--- src/rtl/spi_regfile_peripheral.sv ---
// ============================================================================
// Module   : spi_regfile_peripheral
// Purpose  : SPI (mode 0) slave exposing a bank of NUM_REGS writable
//            registers of DATA_W bits. Frames are 8 command bits
//            (R/W, 7-bit address) followed by DATA_W data bits, MSB first.
//            Optional readback path enabled by macro SPI_READBACK_EN.
// Ports    : clock      - system clock, sole clock domain
//            rst        - synchronous active-high reset
//            sclk_in    - SPI clock (async)
//            ncs_in     - SPI chip select, active-low (async)
//            copi_in    - SPI controller-out data (async)
//            cipo_out   - SPI controller-in data
//            regs_out   - register file, reg n at [n*DATA_W +: DATA_W]
//            wr_pulse   - one-cycle strobe on write commit
//            wr_addr    - address of last committed write
//            frame_err  - one-cycle strobe when a frame is discarded
// Revision : 1.0 - initial release
// ============================================================================
`default_nettype none

module spi_regfile_peripheral #(
    parameter int NUM_REGS = 5,
    parameter int DATA_W   = 8
) (
    input  logic                         clock,
    input  logic                         rst,
    input  logic                         sclk_in,
    input  logic                         ncs_in,
    input  logic                         copi_in,
    output logic                         cipo_out,
    output logic [NUM_REGS*DATA_W-1:0]   regs_out,
    output logic                         wr_pulse,
    output logic [6:0]                   wr_addr,
    output logic                         frame_err
);

    localparam int              FRAME_W  = 8 + DATA_W;
    localparam int              CNT_W    = $clog2(FRAME_W + 2);
    localparam logic [CNT_W-1:0] CNT_FULL = CNT_W'(FRAME_W);
    localparam logic [CNT_W-1:0] CNT_SAT  = CNT_W'(FRAME_W + 1);
    localparam logic [CNT_W-1:0] CNT_CMD  = CNT_W'(7);
    localparam logic [7:0]       NREG_8   = 8'(NUM_REGS);

    // Synchronizers
    logic       sclk_s1, sclk_s2, sclk_s3;
    logic       ncs_s1, ncs_s2, ncs_s3;
    logic       copi_s1, copi_s2;
    // sync_vld marks when s2 holds a genuinely sampled pin value rather than
    // its reset value, so the armed flag is set only by a real ncs-high.
    logic [1:0] sync_vld;
    logic       armed;

    always_ff @(posedge clock) begin
        if (rst) begin
            sclk_s1  <= 1'b0;
            sclk_s2  <= 1'b0;
            sclk_s3  <= 1'b0;
            ncs_s1   <= 1'b1;
            ncs_s2   <= 1'b1;
            ncs_s3   <= 1'b1;
            copi_s1  <= 1'b0;
            copi_s2  <= 1'b0;
            sync_vld <= 2'b00;
            armed    <= 1'b0;
        end else begin
            sclk_s1  <= sclk_in;
            sclk_s2  <= sclk_s1;
            sclk_s3  <= sclk_s2;
            ncs_s1   <= ncs_in;
            ncs_s2   <= ncs_s1;
            ncs_s3   <= ncs_s2;
            copi_s1  <= copi_in;
            copi_s2  <= copi_s1;
            sync_vld <= {sync_vld[0], 1'b1};
            if (sync_vld[1] && ncs_s2) begin
                armed <= 1'b1;
            end
        end
    end

    logic sclk_rise, sclk_fall, ncs_rise, in_frame;
    assign sclk_rise = sclk_s2 & ~sclk_s3;
    assign sclk_fall = ~sclk_s2 & sclk_s3;
    assign ncs_rise  = ncs_s2 & ~ncs_s3;
    // Edges only count while selected; ncs high (incl. its rise) masks them.
    assign in_frame  = armed & ~ncs_s2;

    // Frame capture and register file
    logic [FRAME_W-1:0]         shift;
    logic [CNT_W-1:0]           cnt;
    logic [NUM_REGS*DATA_W-1:0] regs;

    logic              rw_bit;
    logic [6:0]        addr_fld;
    logic [DATA_W-1:0] data_fld;
    logic              addr_ok;
    assign rw_bit   = shift[FRAME_W-1];
    assign addr_fld = shift[FRAME_W-2 -: 7];
    assign data_fld = shift[DATA_W-1:0];
    assign addr_ok  = ({1'b0, addr_fld} < NREG_8);

    always_ff @(posedge clock) begin
        if (rst) begin
            shift     <= '0;
            cnt       <= '0;
            regs      <= '0;
            wr_pulse  <= 1'b0;
            wr_addr   <= 7'd0;
            frame_err <= 1'b0;
        end else begin
            wr_pulse  <= 1'b0;
            frame_err <= 1'b0;
            if (ncs_rise) begin
                if (cnt == CNT_FULL) begin
                    // Out-of-range writes and full-length reads are silent.
                    if (rw_bit && addr_ok) begin
                        regs[int'(addr_fld)*DATA_W +: DATA_W] <= data_fld;
                        wr_pulse <= 1'b1;
                        wr_addr  <= addr_fld;
                    end
                end else if (cnt != '0) begin
                    frame_err <= 1'b1;
                end
                shift <= '0;
                cnt   <= '0;
            end else if (in_frame && sclk_rise) begin
                shift <= {shift[FRAME_W-2:0], copi_s2};
                if (cnt != CNT_SAT) begin
                    cnt <= cnt + 1'b1;
                end
            end
        end
    end

    assign regs_out = regs;

`ifdef SPI_READBACK_EN
    // Readback: load on the rise completing the 8th bit, shift out on falls.
    logic [DATA_W-1:0] out_shift;
    logic [DATA_W-1:0] rd_word;
    logic [6:0]        rd_addr;
    logic              cipo_r;

    // Address as it will be once the current copi bit is shifted in.
    assign rd_addr = {shift[5:0], copi_s2};

    always_comb begin
        rd_word = '0;
        if ({1'b0, rd_addr} < NREG_8) begin
            rd_word = regs[int'(rd_addr)*DATA_W +: DATA_W];
        end
    end

    always_ff @(posedge clock) begin
        if (rst) begin
            out_shift <= '0;
            cipo_r    <= 1'b0;
        end else if (!in_frame) begin
            out_shift <= '0;
            cipo_r    <= 1'b0;
        end else if (sclk_rise && cnt == CNT_CMD && !shift[6]) begin
            out_shift <= rd_word;
        end else if (sclk_fall && cnt > CNT_CMD) begin
            cipo_r    <= out_shift[DATA_W-1];
            out_shift <= {out_shift[DATA_W-2:0], 1'b0};
        end
    end

    assign cipo_out = cipo_r;
`else
    assign cipo_out = 1'b0;
`endif

endmodule

`default_nettype wire
--- config.mk ---
export PLATFORM = sky130hd
export DESIGN_NAME = spi_regfile_peripheral
export DESIGN_NICKNAME = d
export VERILOG_FILES = /design/src/rtl/spi_regfile_peripheral.sv
export SDC_FILE = /design/constraint.sdc
export NUM_CORES = 1
export LEC_CHECK = 0
export CAP_MARGIN = 20
export CORE_ASPECT_RATIO = 0.75
export CORE_UTILIZATION = 50
export CTS_BUF_LIST = sky130_fd_sc_hd__clkbuf_16
export CTS_CLUSTER_DIAMETER = 200
export DETAILED_ROUTE_END_ITERATION = 8
export PLACE_DENSITY = 0.76
export SYNTH_ARGS = -nofsm -noshare
export SYNTH_HDL_FRONTEND = slang
export SYNTH_SLANG_ARGS = --single-unit
--- constraint.sdc ---
create_clock -name clock -period 5.6 [get_ports clock]
set_input_delay 0.84 -clock clock [delete_from_list [all_inputs] [get_ports clock]]
set_output_delay 0.84 -clock clock [all_outputs]
set_load 0.005 [all_outputs]
==> flow_metrics.py, run 1 <==
metrics = {
    "synth": {
        "synth_area_um2": 3150,
        "synth_area_leaders": "dfxtp_1, mux2i_1, nand2_1, a21oi_1, ha_1",
        "synth_edf_count": 0,
        "ys.flop_type": "dfxtp_1",
        "yosysWarningCount": 0,
        "ys_top_cells_by_count": "dfxtp_1, nand2_1, mux2i_1",
        "synth_cells": 337,
        "synth_seq_area_share_pct": 51.5,
        "ys_ff_latch": 81,
        "post_synth.cell_area_avg_um2": 9.35,
        "syn_nets": 347,
        "ys_types": 40,
        "synth_area_leader_cell": "dfxtp_1",
        "synth_top_area_share_pct": 51.5,
        "yosysMostFrequentCell": "dfxtp_1",
        "async_flop_share_pct": 0,
    },
    "route": {
        "viasPerCell": 5.29,
        "post_drt_wl_per_cell_um": 13.9,
        "drt-total-wl_um": 6460,
        "postRouteAntennaNets": 0,
        "vias": 2447,
        "drc_errors": 0,
        "drt_iter0_drc": 149,
        "drt_pass1_iterations": 5,
    },
    "timing": {
        "rsz0062_at_grt": "no",
        "fmax_ghz": 0.302,
        "setup_viol": 0,
        "finalCritPeriodShare_pct": 59.1,
        "maxSlewViolCount": 0,
        "hold_viol": 0,
        "period_minus_slack_ns": 3.31,
        "tns_ns": 0,
        "fin_worst_skew_ns": 0.00676,
        "slew_headroom_pct": 38.5,
        "worst_slew_pin_slew_ns": 0.922,
    },
    "grt": {
        "grt_pass1_vias": 2293,
        "grtUsageTotal_pct": 21.2,
        "grt_pass1_wl_um": 10700,
        "grt_max_degree": 29,
        "antenna_found_initial": 0,
        "grt_overflow_total": 0,
    },
    "cells_and_area": {
        "antennaDiodeCount": 0,
        "area_delta_synth_final_pct": 27.4,
        "final_nets": 391,
        "final_layout_size_suffix_gt1_share_pct": 6.75,
    },
    "worst_setup_path": {
        "worst_ep_arrival_time_ns": 3.49,
        "crit_type": "input pin to flop",
        "path_max_fanout": 28,
        "r2r_slack_ns": 2.53,
        "worst-path-buf-inv": 2,
        "path_depth": 4,
        "timing.critical_path.from": "rst",
        "start_kind": "input pin",
        "slowest_delay_ns": 0.89,
        "worst_r2r_path_depth": 9,
        "timing.rr.start": "shift[8]",
        "critPathRequiredTime_ns": 5.78,
        "crit_slowest_cell": "clkdlybuf4s50_1",
        "critical-path-top-delay-family": "buffers and inverters",
        "reg2reg_to": "regs_out[28]",
        "cp_cell_sequence": "clkdlybuf4s50_1 > clkinv_1 > nand2_1 > a21oi_1",
        "crit_path_end_kind": "flop",
        "cp-endpoint": "shift[2]",
    },
    "cts": {
        "post-cts-setup-buffers": 0,
        "path_clk_slew_ns": 0.06,
        "cts_buffers": 9,
        "ctsHoldBuffers": 0,
        "htreeDepth": 3,
        "clock-sinks": 81,
        "clockBufferDepth": 2,
        "clk_latency_ns": 0.33,
        "cts_root_buf": "clkbuf_16",
        "postCtsResizedCells": 0,
        "tritoncts": "built",
    },
    "power": {
        "finalPower_mw": 1.20,
        "p_leak_nw": 1.52,
        "ir_drop_mv": 0.153,
        "power.density_nw_per_um2": 300,
    },
    "die": {
        "chipHeight_um": 70.7,
        "core_um2": 5950,
        "fp-row-count": 24,
        "die_w_um": 93.6,
        "initial_utilization_pct": 53.0,
        "io_pins": 55,
        "dieArea_um2": 6620,
    },
    "run_status": {
        "outcome": "completed",
    },
    "placement": {
        "place_hpwl_um": 4410,
        "gp_congestion": 0.819,
        "port_buffers": 53,
    },
    "flow_run": {
        "maxCapViolCount": 0,
    },
    "worst_hold_path": {
        "hp-class": "flop to flop",
    },
}
state kept, by name, summed over array words and instances (netlist names):
register   flops
sclk_s1        1
sync_vld       2
cnt            5
shift         16
ncs_s3         1
copi_s1        1
copi_s2        1
frame_err      1
sclk_s3        1
ncs_s2         1
regs_out      40
wr_addr        7
ncs_s1         1
armed          1
wr_pulse       1
sclk_s2        1
logic make-up after synthesis:
kind of cell | share of synthesized area (%)
and+or+nand+nor | 23.1
DFF | 51.5
AOI/OAI and AO/OA | 6.95
muxes | 10.5
buffers and inverters | 4.17
xor gates and xnor gates | 1.67
adders and majority gates | 1.99
other | 0.119
layout by cell type, fill, tap and decap left out, types with 3 or more instances in the layout:
| cell | netlist | routed |
|---|---|---|
| xnor2_1 | 3 | 3 |
| nand4_1 | 10 | 10 |
| dfxtp_1 | 81 | 81 |
| o21ai_0 | 9 | 9 |
| nor2b_1 | 7 | 7 |
| inv_1 | 6 | 6 |
| xor2_1 | 3 | 3 |
| or2_2 | 3 | 3 |
| ha_1 | 5 | 5 |
| a21oi_1 | 23 | 23 |
| nor2_1 | 12 | 12 |
| clkinv_1 | 1 | 3 |
| clkbuf_16 | 0 | 9 |
| nand2_1 | 76 | 76 |
| clkdlybuf4s50_1 | 0 | 53 |
| nor3b_1 | 5 | 5 |
| and3_1 | 5 | 5 |
| nand3_1 | 11 | 11 |
| mux2i_1 | 33 | 33 |
final cells by class:
type	count	area, um^2
fillers	466	1930
flip-flops and latches	81	1620
multi-input cells	227	1410
repair buffers	55	546
clock buffers	9	225
well taps	78	97.6
clock inverters	6	83.8
inverters	7	26.3
metal layers:
| layer | GRT usage [%] | up-vias | share of wire (%) |
|---|---|---|---|
| li1 | - | 1223 | - |
| met1 | 27.1 | 1152 | 48 |
| met2 | 34.2 | 67 | 46 |
| met3 | 5.70 | 5 | 5.1 |
| met4 | 8.21 | 0 | 0.91 |
| met5 | 0 | - | 0 |
power breakdown:
group | leakage (nW) | switching (mW) | internal [mW]
Combinational | 0.715 | 0.0120 | 0.00625
Clock | 0.147 | 0.219 | 0.385
Sequential | 0.655 | 0.00182 | 0.580
worst min-delay path by stage:
stage | from | endpoint | slack [ns] | cells after the start
2_1_floorplan | ncs_s1 | ncs_s2 | 0.39 | 1
3_3_place_gp | ncs_s1 | ncs_s2 | 0.39 | 1
3_5_place_dp | ncs_s1 | ncs_s2 | 0.41 | 1
4_1_cts | ncs_s1 | ncs_s2 | 0.42 | 1
5_1_grt | ncs_s1 | ncs_s2 | 0.45 | 1
6_report | ncs_s1 | ncs_s2 | 0.41 | 1
through the flow:
step	area, um^2	hold slack, ns	cells	util (%)	setup WS (ns)
6_report	4010	0.415	463	67.5	2.29
5_1_grt	4010	0.452	463	67.5	1.99
4_1_cts	4010	0.420	463	67.5	2.27
3_5_place_dp	3700	0.406	448	62.3	1.95
3_3_place_gp	3700	0.392	448	62.3	2.03
2_1_floorplan	3150	0.389	337	-	3.08
No activity file was read; power rests on OpenSTA's default activity.
==> run 2, diff against run 1 <==
--- a/config.mk
+++ b/config.mk
@@ -7,11 +7,11 @@
 export LEC_CHECK = 0
 export CAP_MARGIN = 20
 export CORE_ASPECT_RATIO = 0.75
-export CORE_UTILIZATION = 50
+export CORE_UTILIZATION = 47
 export CTS_BUF_LIST = sky130_fd_sc_hd__clkbuf_16
 export CTS_CLUSTER_DIAMETER = 200
 export DETAILED_ROUTE_END_ITERATION = 8
-export PLACE_DENSITY = 0.76
+export PLACE_DENSITY = 0.75
 export SYNTH_ARGS = -nofsm -noshare
 export SYNTH_HDL_FRONTEND = slang
 export SYNTH_SLANG_ARGS = --single-unit
==> constraint.sdc (replaced) <==
create_clock -name clock -period 2.83 [get_ports clock]
set_input_delay 0.4245 -clock clock [delete_from_list [all_inputs] [get_ports clock]]
set_output_delay 0.4245 -clock clock [all_outputs]
set_load 0.005 [all_outputs]
==> run 2 against run 1 <==
Compared with the run above:
- sequential cell count unchanged
- setup slack worse by 2.1 ns
- routed wire length is 5.0% higher
- via count increased by 2.2%
- sequential power up 98%
- power increased by 82%
- first-iteration DRC count grew 21%
- sequential share of layout area is 0.30 points lower
- clock power rose by 65%
==> flow_metrics.py, run 2 (synthesis gave the netlist of run 1 again) <==
metrics = {
    "run_status": {
        "outcome": "completed",
    },
    "timing": {
        "worst_slack_ns": 0.178,
        "finalCritPeriodShare_pct": 93.7,
        "slew_headroom_pct": 52.1,
        "period_minus_slack_ns": 2.65,
        "fin_worst_skew_ns": 0.00405,
        "fmax_ghz": 0.377,
        "hold_viol": 0,
        "rsz0062_at_grt": "yes",
        "worst_slew_pin_slew_ns": 0.716,
        "setup_viol": 0,
        "maxSlewViolCount": 0,
        "whs_ns": 0.418,
    },
    "worst_setup_path": {
        "crit_slowest_cell": "dfxtp_1",
        "crit_path_end_kind": "flop",
        "crit_type": "flop to flop",
        "path_max_fanout": 9,
        "cp_cell_sequence": "inv_1 > ha_1 > nor3b_2 > nor3b_1 > ha_1 > nor3b_1 > and2_2 > nand4_2 > mux2i_1",
        "slowest_delay_ns": 0.47,
        "start_kind": "flop",
        "critPathRequiredTime_ns": 3.08,
        "worst_ep_arrival_time_ns": 2.90,
    },
    "die": {
        "die_w_um": 96.5,
        "dieArea_um2": 7040,
        "io_pins": 55,
        "chipHeight_um": 72.9,
        "fp-row-count": 25,
        "initial_utilization_pct": 49.4,
        "core_um2": 6380,
    },
    "cells_and_area": {
        "final_common_cell": "dfxtp_1",
        "final_cell_mix": "dfxtp_1, nand2_1, clkdlybuf4s50_1",
        "area_delta_synth_final_pct": 28.3,
        "largest_reg_flops": 40,
        "final_nets": 402,
        "fill_cells": 535,
        "multi_input_area_um2": 1410,
        "final_layout_size_suffix_gt1_share_pct": 9.07,
        "seq_area_um2": 1620,
        "final_area_um2": 4040,
        "antennaDiodeCount": 0,
    },
    "power": {
        "p_leak_nw": 1.56,
        "power.density_nw_per_um2": 541,
        "finalPower_mw": 2.19,
        "ir_drop_mv": 0.363,
    },
    "cts": {
        "tritoncts": "built",
        "clockBufferDepth": 2,
        "path_clk_slew_ns": 0.06,
        "htreeDepth": 3,
        "clk_latency_ns": 0.33,
        "cts_buffers": 9,
        "cts_root_buf": "clkbuf_16",
        "clock-sinks": 81,
    },
    "placement": {
        "place_ws_ns": 0.191,
        "place_hpwl_um": 4680,
        "placed_cell_area_um2": 3760,
        "gp_congestion": 0.845,
        "port_buffers": 53,
    },
    "route": {
        "postRouteAntennaNets": 0,
        "vias": 2502,
        "viasPerCell": 5.23,
        "drt-total-wl_um": 6780,
        "drt_iter0_drc": 181,
        "post_drt_wl_per_cell_um": 14.2,
        "drc_errors": 0,
        "drt_pass1_iterations": 4,
    },
    "grt": {
        "grt_pass1_vias": 2194,
        "antenna_found_initial": 0,
        "grt_overflow_total": 0,
        "grt_max_degree": 52,
        "grtUsageTotal_pct": 21.0,
        "grt_pass1_wl_um": 10900,
    },
    "worst_hold_path": {
        "hp-class": "flop to flop",
    },
    "flow_run": {
        "maxCapViolCount": 0,
    },
}
==> run 2: worst paths after layout <==
path | start | endpoint | slack [ns] | depth (start not counted)
worst max-delay path | shift[9] | regs_out[17] | 0.18 | 9
worst min-delay path | ncs_s1 | ncs_s2 | 0.42 | 1
worst max register to register | shift[9] | regs_out[17] | 0.18 | 9
worst min register to register | ncs_s1 | ncs_s2 | 0.42 | 1
==> run 2: routing by layer <==
metal	wire, um	GRT usage [%]
met5	0	0
met1	3280	30.4
met3	391	8.02
met2	3030	29.1
met4	74	5.39
==> run 2: where the power goes <==
group	switching [mW]	leakage, nW	internal [mW]
combinational	0.0243	0.767	0.0128
clock	0.423	0.134	0.576
sequential	0.00298	0.655	1.15
total	0.450	1.56	1.74
==> run 2: worst max-delay path, delay by kind of cell (launching register included) <==
family / cells / cell delay (ns)
muxes: 1 / 0.31
DFF: 1 / 0.47
buffers and inverters: 1 / 0.08
adders and majority gates: 2 / 0.50
and+or+nand+nor: 5 / 1.22
==> run 2: area by class of cell <==
class	instances	area share (%)
clock buffer	9	5.57
clock inverter	7	0.774
inverter	7	0.650
multi-input combinational	227	34.8
sequential	81	40.1
tap	81	2.51
timing repair buffer	66	15.5
==> run 2: metrics by stage <==
| step | cells | TNS, ns | util [%] |
|---|---|---|---|
| after floorplan | 337 | 0 | - |
| after CTS | 476 | 0 | 63.0 |
| after detailed placement | 460 | 0 | 59.0 |
| after global placement | 460 | 0 | 59.0 |
| after global routing | 478 | -0.00874 | 63.3 |
| final | 478 | 0 | 63.3 |
==> run 2: what timing repair did <==
item / in CTS / in global routing
setup buffers: 0 / 2
gates resized for setup: 0 / 1
hold buffers: 0 / 0
setup endpoints to repair: 0 / 24
==> run 3, diff against run 2 <==
--- a/config.mk
+++ b/config.mk
@@ -11,6 +11,8 @@
 export CTS_BUF_LIST = sky130_fd_sc_hd__clkbuf_16
 export CTS_CLUSTER_DIAMETER = 200
 export DETAILED_ROUTE_END_ITERATION = 8
+export GPL_TIMING_DRIVEN = 0
+export HOLD_SLACK_MARGIN = 0.08
 export PLACE_DENSITY = 0.75
 export SYNTH_ARGS = -nofsm -noshare
 export SYNTH_HDL_FRONTEND = slang
==> run 3 against run 2 <==
Compared with the run above:
- sequential power barely moved
- maximum frequency is 0.31% higher
- register-to-register slack barely moved
- clock skew increased by 0.0011 ns
- combinational power up 7.0%
- non-clock buffer count rose by 9
- worst hold slack got worse by 0.0085 ns
- count of clock-buffer cells in the layout stayed put
- die area is the same
- critical path type unchanged
==> flow_metrics.py, run 3 (synthesis gave the netlist of run 1 again) <==
metrics = {
    "run_status": {
        "outcome": "completed",
    },
    "die": {
        "die_w_um": 96.5,
        "initial_utilization_pct": 49.4,
        "chipHeight_um": 72.9,
        "fp-row-count": 25,
        "core_um2": 6380,
        "io_pins": 55,
        "dieArea_um2": 7040,
    },
    "grt": {
        "grt_use_met1_pct": 29.3,
        "grtUsageTotal_pct": 21.2,
        "busiest_layer": "met2",
        "grt_overflow_total": 0,
        "grt_max_degree": 15,
        "use_met2_pct": 31.6,
        "grtUsageMet3_pct": 7.50,
        "grt_pass1_wl_um": 11100,
        "antenna_found_initial": 0,
        "grt_pass1_vias": 2323,
    },
    "placement": {
        "place_ws_ns": -0.114,
        "place_hpwl_um": 4990,
        "port_buffers": 52,
        "placed_cell_area_um2": 3770,
        "gp_congestion": 0.803,
    },
    "cts": {
        "ctsHoldBuffers": 0,
        "htreeDepth": 3,
        "clk_latency_ns": 0.33,
        "cts_buffers": 9,
        "cts_root_buf": "clkbuf_16",
        "clock-sinks": 81,
        "clockBufferDepth": 2,
        "path_clk_slew_ns": 0.06,
        "tritoncts": "built",
    },
    "cells_and_area": {
        "area_delta_synth_final_pct": 29.6,
        "final_common_cell": "dfxtp_1",
        "final_nets": 411,
        "final_cell_mix": "dfxtp_1, nand2_1, clkdlybuf4s50_1",
        "largest_reg_flops": 40,
        "fin_util_pct": 64.0,
        "antennaDiodeCount": 0,
        "final_layout_size_suffix_gt1_share_pct": 8.87,
        "final_area_um2": 4080,
    },
    "worst_setup_path": {
        "critPathRequiredTime_ns": 3.04,
        "path_max_fanout": 10,
        "start_kind": "flop",
        "crit_path_end_kind": "flop",
        "worst_ep_arrival_time_ns": 2.85,
        "crit_type": "flop to flop",
    },
    "timing": {
        "whs_ns": 0.410,
        "fmax_ghz": 0.378,
        "rsz0062_at_grt": "no",
        "fin_worst_skew_ns": 0.00518,
        "finalCritPeriodShare_pct": 93.4,
        "worst_slack_ns": 0.186,
        "setup_viol": 0,
        "hold_viol": 0,
        "worst_slew_pin_slew_ns": 0.652,
        "tns_ns": 0,
        "period_minus_slack_ns": 2.64,
        "maxSlewViolCount": 0,
        "slew_headroom_pct": 56.3,
    },
    "route": {
        "vias": 2531,
        "viasPerCell": 5.20,
        "post_drt_wl_per_cell_um": 14.2,
        "drt-total-wl_um": 6920,
        "drc_errors": 0,
        "postRouteAntennaNets": 0,
        "drt_pass1_iterations": 4,
        "drt_iter0_drc": 138,
    },
    "power": {
        "p_leak_nw": 1.56,
        "power.density_nw_per_um2": 549,
        "ir_drop_mv": 0.475,
    },
    "worst_hold_path": {
        "hp-class": "flop to flop",
    },
    "flow_run": {
        "maxCapViolCount": 0,
    },
}
run 3: cell count changes in the layout (fill, tap and decap cells not counted), sizes merged:
cell | before | now
inv | 9 | 8
clkbuf | 9 | 24
clkinv | 4 | 2
clkinvlp | 1 | 4
clkdlybuf4s50 | 53 | 52
buf | 13 | 8
run 3: layer usage:
layer	routed length [um]	vias to the layer above
li1	-	1269
met4	63	0
met1	3370	1182
met3	409	9
met5	0	-
met2	3080	71
run 3: stage by stage:
| step | instances | power [mW] |
|---|---|---|
| after global placement | 470 | 1.21 |
| after floorplan | 337 | 1.20 |
| after CTS | 487 | 2.25 |
| final | 487 | 2.24 |
| after global routing | 487 | 2.32 |
| after detailed placement | 470 | 1.22 |
run 3: critical path, stage by stage, from the launching register on:
cell and delay, ns:
dfxtp_1 0.37, buf_4 0.18, inv_1 0.07, ha_2 0.23
nor3b_2 0.18, nor3b_1 0.15, ha_1 0.32, nor3b_2 0.22
nor4b_1 0.35, nand3_2 0.09, buf_4 0.21, mux2i_1 0.13
run 3: worst paths after layout:
path / slack (ns) / startpoint / endpoint / depth (start not counted)
setup / recovery: 0.19 / shift[8] / regs_out[26] / 11
hold / removal: 0.41 / ncs_s1 / ncs_s2 / 1
setup reg to reg: 0.19 / shift[8] / regs_out[26] / 11
hold reg to reg: 0.41 / ncs_s1 / ncs_s2 / 1
run 3: final cells by class:
type | instances | area [um^2]
Buffer | 22 | 105
Clock buffer | 9 | 225
Clock inverter | 7 | 47.5
Fill cell | 552 | 2300
Inverter | 7 | 26.3
Multi-Input combinational cell | 227 | 1430
Sequential cell | 81 | 1620
Tap cell | 81 | 101
Timing Repair Buffer | 53 | 528
run 3: where the power goes:
group	switching, mW	internal [mW]	total [mW]
Sequential	0.00290	1.15	1.15
Combinational	0.0268	0.0129	0.0397
Clock	0.459	0.591	1.05
run 3: timing repair:
action,CTS,global route
endpoints found under the setup margin,24,34
setup buffers,1,0
resized for setup,1,4
pin swaps,1,0
